$ cat config.mk
export PLATFORM = sky130hd
export DESIGN_NAME = spi_command_decoder_flat
export DESIGN_NICKNAME = d
export VERILOG_FILES = /design/src/rtl/spi_command_decoder_pkg.sv /design/src/rtl/spi_command_decoder_if.sv /design/src/rtl/spi_command_decoder_response_arbiter.sv /design/src/rtl/spi_command_decoder.sv /design/src/flat_wrapper.sv
export SDC_FILE = /design/constraint.sdc
export NUM_CORES = 1
export LEC_CHECK = 0
export CELL_PAD_IN_SITES_DETAIL_PLACEMENT = 0
export CELL_PAD_IN_SITES_GLOBAL_PLACEMENT = 1
export CORE_UTILIZATION = 35
export DETAILED_ROUTE_END_ITERATION = 16
export GPL_TIMING_DRIVEN = 0
export PLACE_DENSITY_LB_ADDON = 0.05
export SYNTH_ARGS = -nofsm -noshare
export SYNTH_HDL_FRONTEND = slang
export SYNTH_SLANG_ARGS = --single-unit
export TNS_END_PERCENT = 1
$ cat constraint.sdc
create_clock -name clock_in -period 4.1 [get_ports clock_in]
set_clock_uncertainty 0.2 [all_clocks]
set_input_delay 0.41 -clock clock_in [delete_from_list [all_inputs] [get_ports clock_in]]
set_output_delay 0.41 -clock clock_in [all_outputs]
set_load 0.02 [all_outputs]
$ cat src/rtl/spi_command_decoder_pkg.sv
// Shared types and constants for the SPI command decoder slice.
// Imported by the interface, the response arbiter and the decoder top.
package spi_command_pkg;

    typedef enum logic [1:0] {
        IDLE    = 2'd0,
        OPCODE  = 2'd1,
        OPERAND = 2'd2
    } state_t;

    localparam logic [7:0] IDLE_RESPONSE          = 8'h00;
    localparam int         DEFAULT_NUM_RESPONDERS = 4;

endpackage

$ cat src/rtl/spi_command_decoder_if.sv
// Byte-level bus between the SPI shifter/subperipherals and the command decoder.
// The master side is the shifter plus responders; the slave side is the decoder.
interface spi_command_decoder_if
    import spi_command_pkg::*;
#(
    parameter int NUM_RESPONDERS      = DEFAULT_NUM_RESPONDERS,
    parameter int OPERAND_COUNT_WIDTH = 32
);
    logic                             cs_active_in;
    logic [7:0]                       rx_byte_in;
    logic                             rx_byte_valid_in;
    logic                             tx_byte_request_in;
    logic [NUM_RESPONDERS*8-1:0]      response_in;
    logic [NUM_RESPONDERS-1:0]        response_valid_in;
    logic [7:0]                       op_code_out;
    logic                             op_code_valid_out;
    logic [7:0]                       operand_out;
    logic                             operand_valid_out;
    logic [OPERAND_COUNT_WIDTH-1:0]   operand_count_out;
    logic [7:0]                       tx_byte_out;
    logic                             collision_out;

    modport master (
        output cs_active_in, rx_byte_in, rx_byte_valid_in, tx_byte_request_in,
               response_in, response_valid_in,
        input  op_code_out, op_code_valid_out, operand_out, operand_valid_out,
               operand_count_out, tx_byte_out, collision_out
    );

    modport slave (
        input  cs_active_in, rx_byte_in, rx_byte_valid_in, tx_byte_request_in,
               response_in, response_valid_in,
        output op_code_out, op_code_valid_out, operand_out, operand_valid_out,
               operand_count_out, tx_byte_out, collision_out
    );

endinterface

$ cat src/rtl/spi_command_decoder_response_arbiter.sv
// Combinational fixed-priority response mux (lowest index wins) with a
// detector for more than one responder driving at once.
module response_arbiter
    import spi_command_pkg::*;
#(
    parameter int NUM_RESPONDERS = DEFAULT_NUM_RESPONDERS
) (
    input  logic [NUM_RESPONDERS*8-1:0] response_in,
    input  logic [NUM_RESPONDERS-1:0]   response_valid_in,
    output logic [7:0]                  response_byte,
    output logic                        multi_valid
);
    localparam logic [NUM_RESPONDERS-1:0] ONE = NUM_RESPONDERS'(1);

    always_comb begin
        response_byte = IDLE_RESPONSE;
        // Scan high to low so the lowest asserted index is the last writer.
        for (int i = NUM_RESPONDERS - 1; i >= 0; i--) begin
            if (response_valid_in[i]) begin
                response_byte = response_in[i*8 +: 8];
            end
        end
    end

    // Clearing the lowest set bit leaves something only if two or more were set.
    assign multi_valid = |(response_valid_in & (response_valid_in - ONE));

endmodule

$ cat src/rtl/spi_command_decoder.sv
// Frames deserialized SPI bytes into op code / operand strobes and returns the
// arbitrated responder byte to the shifter. Single 72 MHz SPI clock domain.
module spi_command_decoder
    import spi_command_pkg::*;
#(
    parameter int NUM_RESPONDERS      = DEFAULT_NUM_RESPONDERS,
    parameter int OPERAND_COUNT_WIDTH = 32
) (
    input  logic                  clock_in,
    input  logic                  reset_in,
    spi_command_decoder_if.slave  bus
);
    typedef logic [OPERAND_COUNT_WIDTH-1:0] count_t;

    function automatic count_t sat_inc(input count_t v);
        return (&v) ? v : v + OPERAND_COUNT_WIDTH'(1);
    endfunction

    state_t     state_q;
    state_t     state_d;

    logic       capture_opcode;
    logic       capture_operand;
    logic       load_tx;
    logic       clear_txn;

    logic [7:0] arb_byte;
    logic       arb_multi;

    logic [7:0] op_code_p1;
    logic       op_code_vld_p1;
    logic [7:0] operand_p1;
    logic       operand_vld_p1;
    count_t     operand_count_p1;
    logic [7:0] tx_byte_p1;
    logic       collision_p1;

    response_arbiter #(
        .NUM_RESPONDERS (NUM_RESPONDERS)
    ) u_response_arbiter (
        .response_in       (bus.response_in),
        .response_valid_in (bus.response_valid_in),
        .response_byte     (arb_byte),
        .multi_valid       (arb_multi)
    );

    always_ff @(posedge clock_in) begin
        if (reset_in) begin
            state_q <= IDLE;
        end else begin
            state_q <= state_d;
        end
    end

    always_comb begin
        state_d = state_q;
        if (!bus.cs_active_in) begin
            state_d = IDLE;
        end else begin
            case (state_q)
                IDLE:    state_d = OPCODE;
                OPCODE:  if (bus.rx_byte_valid_in) state_d = OPERAND;
                OPERAND: state_d = OPERAND;
                default: state_d = IDLE;
            endcase
        end
    end

    // A byte landing in the same cycle CS drops is discarded because clear_txn wins.
    always_comb begin
        clear_txn       = !bus.cs_active_in;
        capture_opcode  = bus.cs_active_in && (state_q == OPCODE)  && bus.rx_byte_valid_in;
        capture_operand = bus.cs_active_in && (state_q == OPERAND) && bus.rx_byte_valid_in;
        load_tx         = bus.cs_active_in && (state_q != IDLE)    && bus.tx_byte_request_in;
    end

    // ---- stage p1: registered transaction outputs ----
    always_ff @(posedge clock_in) begin
        if (reset_in || clear_txn) begin
            op_code_p1       <= '0;
            op_code_vld_p1   <= 1'b0;
            operand_p1       <= '0;
            operand_vld_p1   <= 1'b0;
            operand_count_p1 <= '0;
            tx_byte_p1       <= '0;
            collision_p1     <= 1'b0;
        end else begin
            operand_vld_p1 <= capture_operand;
            if (capture_opcode) begin
                op_code_p1       <= bus.rx_byte_in;
                op_code_vld_p1   <= 1'b1;
                operand_count_p1 <= '0;
            end else if (operand_vld_p1) begin
                // Count advances the cycle after each strobe so it names the strobed operand.
                operand_count_p1 <= sat_inc(operand_count_p1);
            end
            if (capture_operand) begin
                operand_p1 <= bus.rx_byte_in;
            end
            if (load_tx) begin
                tx_byte_p1 <= arb_byte;
            end
            if (arb_multi && op_code_vld_p1) begin
                collision_p1 <= 1'b1;
            end
        end
    end

    assign bus.op_code_out       = op_code_p1;
    assign bus.op_code_valid_out = op_code_vld_p1;
    assign bus.operand_out       = operand_p1;
    assign bus.operand_valid_out = operand_vld_p1;
    assign bus.operand_count_out = operand_count_p1;
    assign bus.tx_byte_out       = tx_byte_p1;
    assign bus.collision_out     = collision_p1;

endmodule

$ cat src/flat_wrapper.sv
// flat-port wrapper written by rule: the top's interface ports become plain ports
module spi_command_decoder_flat import spi_command_pkg::*;
#(
    parameter int NUM_RESPONDERS      = DEFAULT_NUM_RESPONDERS,
    parameter int OPERAND_COUNT_WIDTH = 32
)
  (clock_in, reset_in, bus_cs_active_in, bus_rx_byte_in, bus_rx_byte_valid_in, bus_tx_byte_request_in, bus_response_in, bus_response_valid_in, bus_op_code_out, bus_op_code_valid_out, bus_operand_out, bus_operand_valid_out, bus_operand_count_out, bus_tx_byte_out, bus_collision_out);
  spi_command_decoder_if #(.NUM_RESPONDERS(NUM_RESPONDERS), .OPERAND_COUNT_WIDTH(OPERAND_COUNT_WIDTH)) bus_i ();
  input  logic clock_in;
  input  logic reset_in;
  input wire logic [$bits(bus_i.cs_active_in)-1:0] bus_cs_active_in;
  input wire logic [$bits(bus_i.rx_byte_in)-1:0] bus_rx_byte_in;
  input wire logic [$bits(bus_i.rx_byte_valid_in)-1:0] bus_rx_byte_valid_in;
  input wire logic [$bits(bus_i.tx_byte_request_in)-1:0] bus_tx_byte_request_in;
  input wire logic [$bits(bus_i.response_in)-1:0] bus_response_in;
  input wire logic [$bits(bus_i.response_valid_in)-1:0] bus_response_valid_in;
  output wire logic [$bits(bus_i.op_code_out)-1:0] bus_op_code_out;
  output wire logic [$bits(bus_i.op_code_valid_out)-1:0] bus_op_code_valid_out;
  output wire logic [$bits(bus_i.operand_out)-1:0] bus_operand_out;
  output wire logic [$bits(bus_i.operand_valid_out)-1:0] bus_operand_valid_out;
  output wire logic [$bits(bus_i.operand_count_out)-1:0] bus_operand_count_out;
  output wire logic [$bits(bus_i.tx_byte_out)-1:0] bus_tx_byte_out;
  output wire logic [$bits(bus_i.collision_out)-1:0] bus_collision_out;
  assign bus_i.cs_active_in = bus_cs_active_in;
  assign bus_i.rx_byte_in = bus_rx_byte_in;
  assign bus_i.rx_byte_valid_in = bus_rx_byte_valid_in;
  assign bus_i.tx_byte_request_in = bus_tx_byte_request_in;
  assign bus_i.response_in = bus_response_in;
  assign bus_i.response_valid_in = bus_response_valid_in;
  assign bus_op_code_out = bus_i.op_code_out;
  assign bus_op_code_valid_out = bus_i.op_code_valid_out;
  assign bus_operand_out = bus_i.operand_out;
  assign bus_operand_valid_out = bus_i.operand_valid_out;
  assign bus_operand_count_out = bus_i.operand_count_out;
  assign bus_tx_byte_out = bus_i.tx_byte_out;
  assign bus_collision_out = bus_i.collision_out;
  spi_command_decoder #(.NUM_RESPONDERS(NUM_RESPONDERS), .OPERAND_COUNT_WIDTH(OPERAND_COUNT_WIDTH)) u_core (.clock_in(clock_in), .reset_in(reset_in), .bus(bus_i));
endmodule
==> results of run 1 <==
-- how the worst max path moves through the flow --
stage | from | to | slack (ps) | cells after the start
floorplan | u_core.bus.operand_count_out[0] | u_core.bus.operand_count_out[30] | 2050 | 6
global placement | bus_cs_active_in | u_core.bus.operand_out[0] | 1770 | 5
detailed placement | bus_cs_active_in | u_core.bus.op_code_out[2] | 1770 | 5
CTS | u_core.bus.operand_count_out[0] | u_core.bus.operand_count_out[26] | 1870 | 6
global route | u_core.bus.operand_count_out[0] | u_core.bus.operand_count_out[26] | 1740 | 6
finish | u_core.bus.operand_count_out[0] | u_core.bus.operand_count_out[30] | 1880 | 6
-- routing by layer --
| metal | vias to the layer above | global-route usage (%) | routed length (microns) | part of all wire (%) |
|---|---|---|---|---|
| met2 | 81 | 32.0 | 3870 | 48 |
| met1 | 1333 | 22.9 | 3570 | 44 |
| met3 | 9 | 6.04 | 540 | 6.7 |
| li1 | 1513 | - | - | - |
| met5 | - | 0 | 0 | 0 |
| met4 | 0 | 5.77 | 78 | 0.97 |
-- Yosys cell counts, types with 2 or more instances --
cell	n
dfxtp_1	61
nor2_1	39
a21oi_1	30
mux2i_1	19
nand2_1	19
o21ai_0	19
or3_1	18
nor3_1	17
nand4_1	12
clkbuf_1	11
nand3_1	11
and3_1	9
nor2b_1	8
a211oi_1	7
a221oi_1	7
and4_1	6
or4_1	6
and2_1	4
ha_1	4
o31ai_1	4
xor2_1	4
inv_1	3
o211ai_1	3
buf_4	2
buf_6	2
clkbuf_2	2
nand2b_1	2
nand4_4	2
o31a_1	2
xnor2_1	2
-- state kept, by name, indices dropped and copies added, names as in the netlist --
register	flops
u_core.bus.collision_out	1
u_core.bus.op_code_valid_out	1
u_core.bus.tx_byte_out	8
u_core.bus.operand_out	8
u_core.state_q	2
u_core.bus.op_code_out	8
u_core.bus.operand_count_out	32
u_core.bus.operand_valid_out	1
-- layout make-up --
type | count | area [sq um] | area share, %
well taps | 105 | 131 | 3.01
plain buffers | 18 | 92.6 | 2.12
inverters | 3 | 11.3 | 0.258
repair buffers | 105 | 1050 | 24.0
clock buffers | 9 | 124 | 2.83
clock inverters | 7 | 81.3 | 1.86
flip-flops and latches | 61 | 1220 | 27.9
multi-input cells | 264 | 1660 | 38.0
-- cell families after synthesis --
group / synth area share [%]
mux: 6.37
buf+inv: 3.48
compound gates: 16.3
flops: 40.9
xor+xnor: 1.76
simple gates: 29.2
fa+ha+maj: 2.01
-- report_power, final --
group          switching, mW  internal, mW  leakage (nW)
Combinational         0.0454        0.0611         0.977
Sequential           0.00226         0.595         0.492
Clock                  0.275         0.290         0.101
Total                  0.322         0.946          1.57
-- worst max-delay path, stage by stage (launching register included) --
cell	delay [ps]
dfxtp_1	410
ha_1	250
and4_1	300
and2_1	230
nand4_1	250
or3_1	380
a21oi_1	140
==> results.txt, run 1 <==
The H-tree depth is 3. The final standard cell count with taps included and fillers excluded is 572. The vertical die dimension came out at ~94 microns. The net count of the mapped netlist came out at roughly 400. For this design the static power due to leakage is around 1.6 nW. The buffer depth of the longest clock path came out at 2. The die is about 94 microns wide. Synthesis produced a netlist whose cell count is roughly 350. The worst slack after detailed placement came out at ~1800 ps. The worst register-to-register path begins at u_core.bus.operand_count_out[0]. The clock latency on the worst-skew pair is 350 ps. Clock-pin slew was measured on the worst setup and hold paths at approximately 80 ps. The first global-routing pass estimated 13200 microns of wire.

The worst voltage drop across the vdd grid is around 0.17 mV. The via count of the first global-routing pass came to ~2800. The fraction of layout cells with a size suffix above 1 is between 5 and 6%.

For the pin with the worst max-slew slack, the measured transition is 572 ps. The min-delay analysis places its worst path in the category primary input to flip-flop. For this block, the initial DRC count from the detailed router was approximately 50. By area the synthesized netlist is led by dfxtp_1 41%, mux2i_1 6.4%, a21oi_1 5.0%. After detailed placement, the design holds a cell count of around 560. The flop-to-flop setup slack is 1880 ps.

The count of buffers added by post-CTS timing repair for setup came out at 0. The number of fillers in the final layout is about 800. The relative slew slack came out at around three fifths. The endpoint class of the critical path is a flip-flop. For this run, the number of Yosys warnings is 0. The antenna violation net count after detailed routing came out at 0. The largest total area in the synthesized netlist belongs to dfxtp_1. The synthesized design devotes to its leading area cell type between 40 and 50% of total area.

Of the available clock period, the critical path in the final layout requires around 54%. The number of synthesized flops with an enable pin came out at 0. The total number of vias came out at a little under 3000. The number of gates resized after CTS was 0. The number of antenna violations at the first check in global routing is 0. The die covers a little under 0.009 sq mm.

Data on the critical path is required at its endpoint by around 4200 ps. The detailed-route DRC error count came out at 0. STA classifies the critical path startpoint as a flip-flop. The netlist area before placement came out at between 0.002 and 0.003 sq mm. The worst setup path is of the flip-flop to flip-flop kind. CTS placed an instance of clkbuf_8 at the clock tree root. The instance area at placement came out at approximately 0.0042 sq mm. The CTS sink count is 61. The number of diodes is 0. The distinct cell type count after synthesis came out at slightly above 40. Dividing the synthesized area by the synthesized cell count gives between 8 and 9 sq um. The setup total negative slack came out at 0 ps. The number of placement rows came out at 33. The final-report hold violation count is 0. The cell count of the worst reg-to-reg path is 6. The clock buffer count from CTS is 9. In this run, post-CTS hold repair placed 0 buffers. The final worst-path setup slack is between 1500 and 2000 ps.

The final setup violation count came out at 0. For hold timing, the worst endpoint is u_core.bus.operand_valid_out. The final weighted congestion of routability-driven global placement came out at about 0.76.

After detailed routing, the total wire length is between 8000 and 9000 microns. The maximum fanout count along the critical path is 5. Summing the sequential cell areas from Yosys gives 40.9% of the chip area. The number of synthesized register bits came out at a little over 60. The count of boundary I/O pins came out at 108.

The max-slew violation count is 0. The library cell used most frequently in the layout, excluding fill and tap cells, is clkdlybuf4s50_1. The total routing resource utilization after global routing came out at a little under a fifth.

In the synthesized netlist the dominant register cell turns out to be dfxtp_1. After routing the design area is about 0.0044 sq mm. Setup repair after global routing left no endpoint under its margin. The post-layout total power is about 1.3 mW. The count of port buffers added during placement is about 110. The run finished with clean final reports. The final layout net count came out at approximately 520. The endpoint identified for the worst register-to-register timing path is u_core.bus.operand_count_out[30]. The worst hold path begins at bus_rx_byte_valid_in. In the layout the commonest cells are 105 x clkdlybuf4s50_1, 61 x dfxtp_1, 39 x nor2_1, 30 x a21oi_1.

The area inside the core boundary came out at between 0.008 and 0.009 sq mm. The wire-length estimate of the detail-placed layout is 6070 microns. The first detailed-routing pass ran for 4 iterations. The final core utilization is between 50% and 60%. The routed length per placed instance is around 14 microns. The power per cell area came out at a little under 300 mW/mm^2. The data arrival time of the worst path is between 2000 and 2500 ps. The average vias per placed instance came out at just over 5.

Max-cap violations in this run came to 0. The total congestion overflow after global routing came out at 0. Along the worst hold path, the cell count comes to 3.

Of all flip-flops after synthesis, the portion carrying an async set or reset was 0%. The worst hold margin is 175 ps. The maximum number of pins on one net before global-route repair came out at 14.

The final critical path time including I/O delays and setup is 2220 ps. The achievable clock frequency came out at 449 MHz. The clock tree from TritonCTS is done. The effective utilization at floorplan came out at between 30% and 40%. The area growth from synthesis to layout is 46.5%.
No activity file was read; power rests on OpenSTA's default activity.
==> run 2, diff against run 1 <==
--- a/config.mk
+++ b/config.mk
@@ -7,7 +7,7 @@
 export LEC_CHECK = 0
 export CELL_PAD_IN_SITES_DETAIL_PLACEMENT = 0
 export CELL_PAD_IN_SITES_GLOBAL_PLACEMENT = 1
-export CORE_UTILIZATION = 35
+export CORE_UTILIZATION = 32
 export DETAILED_ROUTE_END_ITERATION = 16
 export GPL_TIMING_DRIVEN = 0
 export PLACE_DENSITY_LB_ADDON = 0.05
==> constraint.sdc (replaced) <==
create_clock -name clock_in -period 2.2 [get_ports clock_in]
set_clock_uncertainty 0.2 [all_clocks]
set_input_delay 0.22 -clock clock_in [delete_from_list [all_inputs] [get_ports clock_in]]
set_output_delay 0.22 -clock clock_in [all_outputs]
set_load 0.02 [all_outputs]
==> results.txt, run 2 (same netlist as run 1, synthesis figures left out) <==
The number of flip-flops in the largest register was 32 (unchanged). The max-slew violation count was 0 (unchanged). The CTS sink count came to 61 (unchanged). The number of placement rows came to 34 (+3.0%). The run finished with clean final reports.

The instance area at placement came to 0.00417 sq mm (about the same). The endpoint class of the critical path is a flip-flop. STA classifies the critical path startpoint as a flip-flop. The clock latency on the worst-skew pair came out at 350 ps (about the same). The power share of the sequential group is 49.9% (+2.8 points). The cell-internal power is 1.69 mW (+79%). The total routing resource utilization after global routing came out at 18.0% (-1.0 points). The period utilization is 94.7% (+40 points). The maximum number of pins on one net before global-route repair came to 11 (-3).

The final setup violation count came out at 0 (unchanged). The setup total negative slack is 0 ps (unchanged). The vertical die dimension is 98.6 microns (+4.5%).

The H-tree depth is 3 (unchanged). The largest incremental delay on the critical path is 410 ps (about the same). The number of antenna violations at the first check in global routing is 0 (unchanged).

The HPWL after detailed placement is 6160 microns (+1.5%). Tracing the worst setup path back leads to its startpoint at u_core.bus.operand_count_out[0]. The clock transition at the register clock pins on the worst setup and hold paths after CTS is 70 ps (about the same). The detailed-route DRC error count came out at 0 (unchanged).

The critical path class is flip-flop to flip-flop. In the layout the commonest cells are 105 x clkdlybuf4s50_1, 60 x dfxtp_1, 39 x nor2_1, 30 x a21oi_1. The number of fillers in the final layout is 892 (+12%). The clock buffer count from CTS is 9 (unchanged). The cell count of the worst reg-to-reg path came out at 6 (unchanged). The count of port buffers added during placement came to 105 (unchanged). The die span in x is 98.6 microns (+4.5%).

Grouping stages by cell kind, the critical path spends the most delay in simple AND/OR/NAND/NOR gates. The clock network power share is 41.0% (-3.5 points). The final wirelength came out at 8350 microns (+3.5%). The cell type of the slowest stage on the worst timing path is dfxtp_1. The buffer depth of the longest clock path came out at 2 (unchanged).

The sum of buffers and inverters on the critical path came out at 0 (unchanged). The total number of vias came out at 2970 (+1.2%). The relative slew slack came out at 60.9% (-0.92 points). The register cell area after layout is 0.00122 sq mm (+0.10%). The achievable clock frequency was 480 MHz (+6.7%).

The total number of cells along the worst setup path came out at 6 (unchanged). The number of diodes is 0 (unchanged). The final-report hold violation count came to 0 (unchanged). The reported leakage power came out at 1.57 nW (+0.21%).

The area of the multi-input gates is 0.00167 sq mm (+0.53%). The data required time of the worst path is 2270 ps (-1910 ps). The die footprint came out at 0.00972 sq mm (+9.2%). The area inside the core boundary came out at 0.00889 sq mm (+8.2%). Compared with the post-synthesis result, the final layout area differs by 46.8%. CTS placed an instance of clkbuf_8 at the clock tree root. The signal on the critical path passes through ha_1 -> and4_2 -> and2_4 -> nand4_1 -> or3_1 -> a21oi_1.

TritonCTS built the clock tree. The worst voltage drop across the vdd grid came to 0.284 mV (+67%). The effective utilization at floorplan came to 33.6% (-2.8 points). The reported max-cap violation count came out at 0 (unchanged). The power per cell area came out at 509 mW/mm^2 (+76%). The final critical path time including I/O delays and setup is 2080 ps (-140 ps). The switching power is 0.542 mW (+68%). The fraction of power spent switching nets is 24.3% (-1.1 points). The count of boundary I/O pins was 108 (unchanged). The worst hold margin is 252 ps (+77.2 ps). The combinational group share of total power is 9.0% (+0.6 points). The slew at the pin with the worst max-slew slack came to 585 ps (+13.7 ps). The cell depth of the worst hold path is 2 (-1). In this run the most critical hold path is launched from u_core.bus.collision_out. The average vias per placed instance is 5.15 (+0.28%). The final layout net count is 517 (+0.39%). The violation count after the first detailed-route iteration is 92 (+80%). The antenna violation net count after detailed routing is 0 (unchanged). The maximum fanout count along the critical path came to 5 (unchanged). The global-route wire length before repair is 13900 microns (+5.1%). The data arrival time of the worst path came out at 2150 ps (-160 ps). The cell area after layout came out at 0.00438 sq mm (+0.20%). The library cell used most frequently in the layout, excluding fill and tap cells, is clkdlybuf4s50_1.

The routed length per placed instance is 14.5 microns (+2.7%). The final weighted congestion of routability-driven global placement came out at 0.713 (-6.8%). The number of instances in the placed design is 559 (+0.54%).

The total iterations of the first detailed-routing run came out at 4 (unchanged). The post-layout total power is 2.23 mW (+76%). The worst hold-check path type is flip-flop to flip-flop.

The final standard cell count with taps included and fillers excluded is 577 (+0.87%). The via count of the first global-routing pass is 2894 (+3.8%). The launch instance of the worst register-to-register path is u_core.bus.operand_count_out[0]. The fraction of layout cells with a size suffix above 1 is 7.04% (+1.3 points).

The total congestion overflow after global routing is 0 (unchanged).
-- run 2: final cells by class --
class | instances | share of cell area (%)
multi-input combinational | 264 | 38.1
sequential | 61 | 27.9
timing repair buffer | 107 | 24.4
clock buffer | 12 | 3.54
tap | 108 | 3.08
buffer | 18 | 2.23
clock inverter | 4 | 0.514
inverter | 3 | 0.257
-- run 2: worst register-to-register path: stages, from the launching register on --
cell and delay [ps]:
dfxtp_1 410, ha_1 230, and4_2 290, and2_4 180
nand4_1 200, or3_1 360, a21oi_1 140
-- run 2: what timing repair did --
| action | 4_1_cts | 5_1_grt |
|---|---|---|
| hold endpoints to repair | 1 | 0 |
| setup endpoints to repair | 0 | 22 |
| hold buffers | 1 | 0 |
| gates resized for setup | 0 | 12 |
| setup buffers | 0 | 1 |
-- run 2: worst paths after layout --
path	slack, ps	endpoint
worst min-delay path	250	u_core.bus.collision_out
worst max-delay path	120	u_core.bus.operand_count_out[30]
worst max register to register	120	u_core.bus.operand_count_out[30]
worst min register to register	250	u_core.bus.collision_out
-- run 2: power groups by stage --
stage | combinational, mW | sequential [mW] | clock, mW
floorplan | 0.0788 | 1.14 | 0
global placement | 0.201 | 1.14 | 0
detailed placement | 0.202 | 1.14 | 0
CTS | 0.204 | 1.11 | 0.940
global route | 0.223 | 1.11 | 0.999
finish | 0.201 | 1.11 | 0.916
-- run 2: stage by stage --
| stage | util (%) | setup WS, ps |
|---|---|---|
| 2_1_floorplan | - | 151 |
| 3_3_place_gp | 46.9 | 58.6 |
| 3_5_place_dp | 46.9 | 37.7 |
| 4_1_cts | 49.0 | 14.3 |
| 5_1_grt | 49.3 | -6.99 |
| 6_report | 49.3 | 116 |
-- run 2: layer usage --
metal  track usage (%)  up-vias  wire, microns
li1                  -     1517              -
met1              21.9     1364           3800
met2              29.7       81           3890
met3              7.45        8            604
met4              3.79        0             59
met5                 0        -              0
